==> src/rtl/mc_cpu_pkg.sv <==
// Shared constants for the mc_cpu multi-cycle MIPS-I subset core:
// opcodes, R-type funct codes, ALU-control encodings and FSM state codes.
package mc_cpu_pkg;

    localparam logic [5:0] OP_RTYPE = 6'h00;
    localparam logic [5:0] OP_J     = 6'h02;
    localparam logic [5:0] OP_BEQ   = 6'h04;
    localparam logic [5:0] OP_BNE   = 6'h05;
    localparam logic [5:0] OP_ADDI  = 6'h08;
    localparam logic [5:0] OP_LW    = 6'h23;
    localparam logic [5:0] OP_SW    = 6'h2B;
    localparam logic [5:0] OP_HALT  = 6'h3F;

    localparam logic [5:0] FN_ADD = 6'h20;
    localparam logic [5:0] FN_SUB = 6'h22;
    localparam logic [5:0] FN_AND = 6'h24;
    localparam logic [5:0] FN_OR  = 6'h25;
    localparam logic [5:0] FN_SLT = 6'h2A;

    typedef logic [2:0] alu_op_t;
    localparam alu_op_t ALU_ADD = 3'd0;
    localparam alu_op_t ALU_SUB = 3'd1;
    localparam alu_op_t ALU_AND = 3'd2;
    localparam alu_op_t ALU_OR  = 3'd3;
    localparam alu_op_t ALU_SLT = 3'd4;

    typedef logic [2:0] state_t;
    localparam state_t ST_FETCH  = 3'd0;
    localparam state_t ST_DECODE = 3'd1;
    localparam state_t ST_EXEC   = 3'd2;
    localparam state_t ST_MEM    = 3'd3;
    localparam state_t ST_WB     = 3'd4;
    localparam state_t ST_BRANCH = 3'd5;
    localparam state_t ST_JUMP   = 3'd6;
    localparam state_t ST_HALT   = 3'd7;

    function automatic logic funct_known(input logic [5:0] funct);
        return (funct == FN_ADD) || (funct == FN_SUB) || (funct == FN_AND) ||
               (funct == FN_OR)  || (funct == FN_SLT);
    endfunction

    function automatic alu_op_t funct_to_alu(input logic [5:0] funct);
        case (funct)
            FN_SUB:  return ALU_SUB;
            FN_AND:  return ALU_AND;
            FN_OR:   return ALU_OR;
            FN_SLT:  return ALU_SLT;
            default: return ALU_ADD;
        endcase
    endfunction

endpackage

==> src/rtl/mc_cpu_alu.sv <==
// Combinational 32-bit ALU for mc_cpu: wrap-around add/sub, and, or, signed slt,
// plus a zero flag that the branch state uses for the equality test.
module mc_cpu_alu
    import mc_cpu_pkg::*;
(
    input  logic [31:0] a,
    input  logic [31:0] b,
    input  alu_op_t     op,
    output logic [31:0] result,
    output logic        zero
);

    always_comb begin
        case (op)
            ALU_SUB: result = a - b;
            ALU_AND: result = a & b;
            ALU_OR:  result = a | b;
            ALU_SLT: result = ($signed(a) < $signed(b)) ? 32'd1 : 32'd0;
            default: result = a + b;
        endcase
    end

    assign zero = (result == 32'd0);

endmodule

==> src/rtl/mc_cpu.sv <==
// Multi-cycle MIPS-I subset core sharing one memory port for fetch and data.
// Build option: define MC_CPU_BNE_EN to execute opcode 05 as bne; otherwise it is a NOP.
module mc_cpu
    import mc_cpu_pkg::*;
#(
    parameter int          ADDR_W   = 8,
    parameter logic [31:0] RESET_PC = 32'h0,
    parameter int          NREGS    = 32
) (
    input  logic              clk,
    input  logic              rst_n,
    output logic              mem_req,
    output logic              mem_we,
    output logic [ADDR_W-1:0] mem_addr,
    output logic [31:0]       mem_wdata,
    input  logic [31:0]       mem_rdata,
    input  logic              mem_ready,
    output logic              halted,
    output logic [31:0]       dbg_pc
);

    localparam int RW = $clog2(NREGS);

    state_t        state;
    logic [31:0]   pc, ir, reg_a, reg_b, imm, alu_out, mdr;
    logic [31:0]   regs [NREGS];
    logic [5:0]    opcode, funct;
    logic [RW-1:0] rs_idx, rt_idx, rd_idx;
    logic [31:0]   rf_a, rf_b;
    logic [31:0]   alu_b, alu_result;
    alu_op_t       alu_op;
    logic          alu_zero, branch_taken;
    logic          wb_en;
    logic [RW-1:0] wb_idx;
    logic [31:0]   wb_data;

    assign opcode = ir[31:26];
    assign funct  = ir[5:0];
    assign rs_idx = ir[21 +: RW];
    assign rt_idx = ir[16 +: RW];
    assign rd_idx = ir[11 +: RW];
    assign rf_a   = (rs_idx == '0) ? 32'd0 : regs[rs_idx];
    assign rf_b   = (rt_idx == '0) ? 32'd0 : regs[rt_idx];

    // The branch state reuses the ALU as a subtractor so the zero flag gives A==B.
    always_comb begin
        alu_b  = reg_b;
        alu_op = ALU_ADD;
        if (state == ST_BRANCH) begin
            alu_op = ALU_SUB;
        end else if (opcode == OP_RTYPE) begin
            alu_op = funct_to_alu(funct);
        end else begin
            alu_b = imm;
        end
    end

    mc_cpu_alu u_alu (
        .a      (reg_a),
        .b      (alu_b),
        .op     (alu_op),
        .result (alu_result),
        .zero   (alu_zero)
    );

`ifdef MC_CPU_BNE_EN
    assign branch_taken = (opcode == OP_BNE) ? !alu_zero : alu_zero;
`else
    assign branch_taken = alu_zero;
`endif

    always_comb begin
        wb_en   = 1'b0;
        wb_idx  = rt_idx;
        wb_data = alu_out;
        if (state == ST_WB) begin
            case (opcode)
                OP_RTYPE: begin
                    wb_en  = 1'b1;
                    wb_idx = rd_idx;
                end
                OP_ADDI: wb_en = 1'b1;
                OP_LW: begin
                    wb_en   = 1'b1;
                    wb_data = mdr;
                end
                default: wb_en = 1'b0;
            endcase
        end
    end

    always_ff @(posedge clk or negedge rst_n) begin
        if (!rst_n) begin
            state   <= ST_FETCH;
            pc      <= RESET_PC;
            ir      <= '0;
            reg_a   <= '0;
            reg_b   <= '0;
            imm     <= '0;
            alu_out <= '0;
            mdr     <= '0;
            for (int i = 0; i < NREGS; i++) begin
                regs[i] <= '0;
            end
        end else begin
            if (wb_en && (wb_idx != '0)) begin
                regs[wb_idx] <= wb_data;
            end
            case (state)
                ST_FETCH: begin
                    if (mem_ready) begin
                        ir    <= mem_rdata;
                        pc    <= pc + 32'd4;
                        state <= ST_DECODE;
                    end
                end
                ST_DECODE: begin
                    reg_a <= rf_a;
                    reg_b <= rf_b;
                    imm   <= {{16{ir[15]}}, ir[15:0]};
                    case (opcode)
                        OP_RTYPE:               state <= funct_known(funct) ? ST_EXEC : ST_FETCH;
                        OP_ADDI, OP_LW, OP_SW:  state <= ST_EXEC;
                        OP_BEQ:                 state <= ST_BRANCH;
`ifdef MC_CPU_BNE_EN
                        OP_BNE:                 state <= ST_BRANCH;
`else
                        OP_BNE:                 state <= ST_FETCH;
`endif
                        OP_J:                   state <= ST_JUMP;
                        OP_HALT:                state <= ST_HALT;
                        default:                state <= ST_FETCH;
                    endcase
                end
                ST_EXEC: begin
                    alu_out <= alu_result;
                    state   <= ((opcode == OP_LW) || (opcode == OP_SW)) ? ST_MEM : ST_WB;
                end
                ST_MEM: begin
                    if (mem_ready) begin
                        if (opcode == OP_LW) begin
                            mdr   <= mem_rdata;
                            state <= ST_WB;
                        end else begin
                            state <= ST_FETCH;
                        end
                    end
                end
                ST_WB:     state <= ST_FETCH;
                ST_BRANCH: begin
                    if (branch_taken) begin
                        pc <= pc + {imm[29:0], 2'b00};
                    end
                    state <= ST_FETCH;
                end
                ST_JUMP: begin
                    pc    <= {pc[31:28], ir[25:0], 2'b00};
                    state <= ST_FETCH;
                end
                ST_HALT:   state <= ST_HALT;
                default:   state <= ST_FETCH;
            endcase
        end
    end

    // Gating with rst_n makes an in-flight access vanish the moment reset asserts.
    assign mem_req   = rst_n && ((state == ST_FETCH) || (state == ST_MEM));
    assign mem_we    = rst_n && (state == ST_MEM) && (opcode == OP_SW);
    assign mem_addr  = {((state == ST_MEM) ? alu_out[ADDR_W-1:2] : pc[ADDR_W-1:2]), 2'b00};
    assign mem_wdata = reg_b;
    assign halted    = (state == ST_HALT);
    assign dbg_pc    = pc;

endmodule

==> config.mk <==
export PLATFORM = sky130hd
export DESIGN_NAME = mc_cpu
export DESIGN_NICKNAME = d
export VERILOG_FILES = /design/src/rtl/mc_cpu_pkg.sv /design/src/rtl/mc_cpu_alu.sv /design/src/rtl/mc_cpu.sv
export SDC_FILE = /design/constraint.sdc
export NUM_CORES = 2
export LEC_CHECK = 0
export CAP_MARGIN = 30
export CORE_MARGIN = 2
export CORE_UTILIZATION = 50
export CTS_CLUSTER_DIAMETER = 120
export DETAILED_ROUTE_END_ITERATION = 6
export PLACE_DENSITY = 0.76
export SLEW_MARGIN = 20
export SYNTH_ARGS = -nofsm -noshare
export SYNTH_HDL_FRONTEND = slang
export SYNTH_SLANG_ARGS = --single-unit
==> constraint.sdc <==
create_clock -name clk -period 5.5 [get_ports clk]
set_input_delay 1.1 -clock clk [delete_from_list [all_inputs] [get_ports clk]]
set_output_delay 1.1 -clock clk [all_outputs]
set_load 0.005 [all_outputs]
==> summary.txt <==
Floorplanning
  – IO Count: 110
  – Initial core utilization: 0.5050
  – DIE AREA: 138100 sq um
  – Die H: 371.6 um
  – Core area: 133800 sq um
  – Row cnt: 134
  – Die X: 371.6 um

Critical path
  – CP endpoint kind: flop
  – WP data arrival: 6.05 ns
  – CP Launch Point: ir[27]
  – Data required, critical path: 6.18 ns
  – Setup CP Type: flop to flop
  – Critical-path top delay cell: dfrtp_1
  – Max incr delay on CP: 0.40 ns
  – Worst reg2reg startpoint: ir[27]
  – Crit path top cell by count: buf_4
  – CP Max Fanout: 9
  – Crit path launch type: flop

Power and ir drop
  – Peak VDD IR: 0.0002404 V
  – Power Density: 242.3 nW/um^2
  – P_leak: 33.42 nW
  – Pwr Total: 18.73 mW

Global routing
  – Global route overflow: 0
  – Largest net degree at the start of global routing: 175
  – Vias in the first global route: 54.06k
  – Initial antenna violation count: 8
  – First-pass GRT wire length: 351.1 mm
  – All-layer global routing usage: 0.3445

Clock network
  – CTS clk-pin slew, worst paths: 0.07 ns
  – Worst skew pair latency: 0.81 ns
  – Bufs on Longest Clock Path: 3
  – CTS tree: yes
  – Hold-fix buffers, CTS: 0
  – Clock sink total: 1233
  – TritonCTS Buffers: 133
  – CTS root buffer: clkbuf_16
  – Htree depth: 4

Yosys
  – XOR/XNOR share of the synthesized area: 0.003759
  – Post-Syn Area: 67570 sq um
  – Post-synthesis adder-cell area fraction: 0.02404
  – Mean post-synth cell area: 10.77 sq um
  – EDFF count, synth: 0
  – Compound-Gate Fraction of Synth Area: 0.1349
  – Warnings from Yosys: 0
  – Fraction of synthesized area in multiplexers: 0.2345
  – Post-synth ARST share: 1.000
  – Largest family of logic cells by synthesized area: multiplexers
  – Synth unique cells: 82
  – Post-Synth Simple-Gate Area: 0.1057
  – Seq/Total Area, Yosys: 0.4566
  – Flop and latch count out of synthesis: 1233
  – Post-Syn Instances: 6276
  – Synth Flop Type: dfrtp_1

Cells and area
  – Register area: 30890 sq um
  – Area of the multi-input gates: 34750 sq um
  – Post-Layout Cell Count: 8156
  – Area grow syn2layout: 14.40%
  – Proportion of layout cells with a drive suffix above 1: 0.2340
  – Nets: 6444
  – Number of fill cells: 10.71k

Timing
  – Fin Clk Skew: 0.06008 ns
  – Slew HR: 0.3015
  – Minimum clock period: 5.368 ns
  – Period utilization: 0.9761
  – F_max: 0.1863 GHz
  – Tightest Pin Transition: 1.044 ns
  – # setup viols final: 0
  – Max Slew Vio Count: 0
  – Final hold vios: 0

Placed design
  – IO buf count: 105
  – GPL Wtd Cong: 1.038
  – Dpl cells: 7901
  – Hpwl dp: 152.5 mm

Route
  – Total Wirelength: 237.1 mm
  – Vias: 54.62k
  – First DRT Iteration DRCs: 7132
  – Detail Route Antenna Nets: 0
  – Drt first pass iters: 6
  – Drt wl/cell: 29.07 um
  – Via-to-Cell Ratio: 6.696
  – Drt drc: 0

Worst hold path
  – Hold Crit Class: input pin to async pin

Job
  – Max cap viols: 0

Run status
  – Outcome: completed
## where the power goes
part,leakage [nW],internal (mW),switching [mW],total (mW)
clock network,2.23,5.34,4.04,9.39
registers,17.2,9.08,0.0157,9.10
logic,14.0,0.0442,0.199,0.243
## what timing repair did
action,CTS,global route
cloned,0,1
gates resized for setup,14,86
setup endpoints to repair,28,30
hold endpoints to repair,0,0
pin swaps,2,37
buffers inserted,0,11
## path summary, 6_finish.rpt
kind                         endpoint  slack, ns  cells past startpoint
setup / recovery           dbg_pc[16]       0.13                     26
hold / removal              regs[544]       0.19                      1
setup reg to reg           dbg_pc[16]       0.13                     26
hold reg to reg            regs[1010]       0.40                      0
max in group asynchronous      ir[21]       3.16                      3
min in group clk           regs[1010]       0.40                      0
## synthesized netlist by cell type (36+ instances only)
cell type  number  area, sq um
o32ai_1        36        315.3
o31ai_1        37        277.8
nand2_1       705         2646
a21oi_1       735         3679
mux2_2        177         1993
buf_1          60        225.2
mux4_2        576        12970
ha_1          125         1564
nor2b_1        65        406.6
dfrtp_1      1233        30850
nor2_1        734         2755
o22ai_1        76        475.5
nand3_1        37        185.2
mux2i_1        74        740.7
inv_1         118        442.9
clkbuf_1      517         1941
o21ai_0       503         2517
## flip-flops by register name (all words and copies together), names as in the netlist
register   cells
state          3
reg_a         32
imm           16
mem_wdata     32
ir            32
alu_out       32
dbg_pc        30
mdr           32
regs        1024
## worst max-delay path, delay by kind of cell, from the launching register on
kind | cells | cell delay (ns)
AOI/OAI and AO/OA | 6 | 1.05
DFF | 1 | 0.40
muxes | 2 | 0.45
and+or+nand+nor | 8 | 1.61
buffers and inverters | 9 | 1.53
adders and majority gates | 1 | 0.21
## kinds of logic after synthesis
group	count (synthesis)
buf+inv	714
compound gates	1616
other cells	1
simple gates	1716
xor+xnor	29
flops	1233
mux	839
fa+ha+maj	128
## through the flow
step | cell area, sq um | util | setup slack [ns] | hold WS, ns | setup TNS (ns)
2_1_floorplan | 67580 | - | 0.2007 | 0.4413 | 0
3_3_place_gp | 72110 | 0.5390 | -0.3039 | 0.3763 | -2.206
3_5_place_dp | 72140 | 0.5392 | -0.3718 | 0.3836 | -3.090
4_1_cts | 76800 | 0.5740 | 0.01058 | 0.2100 | 0
5_1_grt | 77290 | 0.5777 | -0.03190 | 0.2199 | -0.3074
6_report | 77300 | 0.5778 | 0.1317 | 0.1945 | 0
## metal layers
metal  wire length, um  vias to the layer above  track usage
met1             88080                    27530       0.4526
met5                43                        -            0
met4             16490                        8       0.2105
met3             26750                      810      0.09202
met2            105700                     3489       0.5125
li1                  -                    22780            -
## layout make-up
class / count / area share
diodes: 3 / 0.00009712
clock buffers: 194 / 0.04938
clock inverters: 45 / 0.01017
inverters: 118 / 0.005779
multi-input cells: 4332 / 0.4495
flip-flops and latches: 1233 / 0.3996
well taps: 1768 / 0.02862
repair buffers: 463 / 0.05688
## placed cells by master, fill, tap and decap left out, types with 47 or more instances in the layout
master	instances
clkbuf_16	134
nor2_1	716
inv_1	117
nor2b_1	63
o21ai_0	491
clkdlybuf4s50_1	104
o22ai_1	74
dfrtp_1	1223
a21oi_1	725
buf_12	47
nand2_1	686
mux2_2	177
buf_4	306
mux4_2	576
ha_1	112
(Power assumes the default switching activity.)
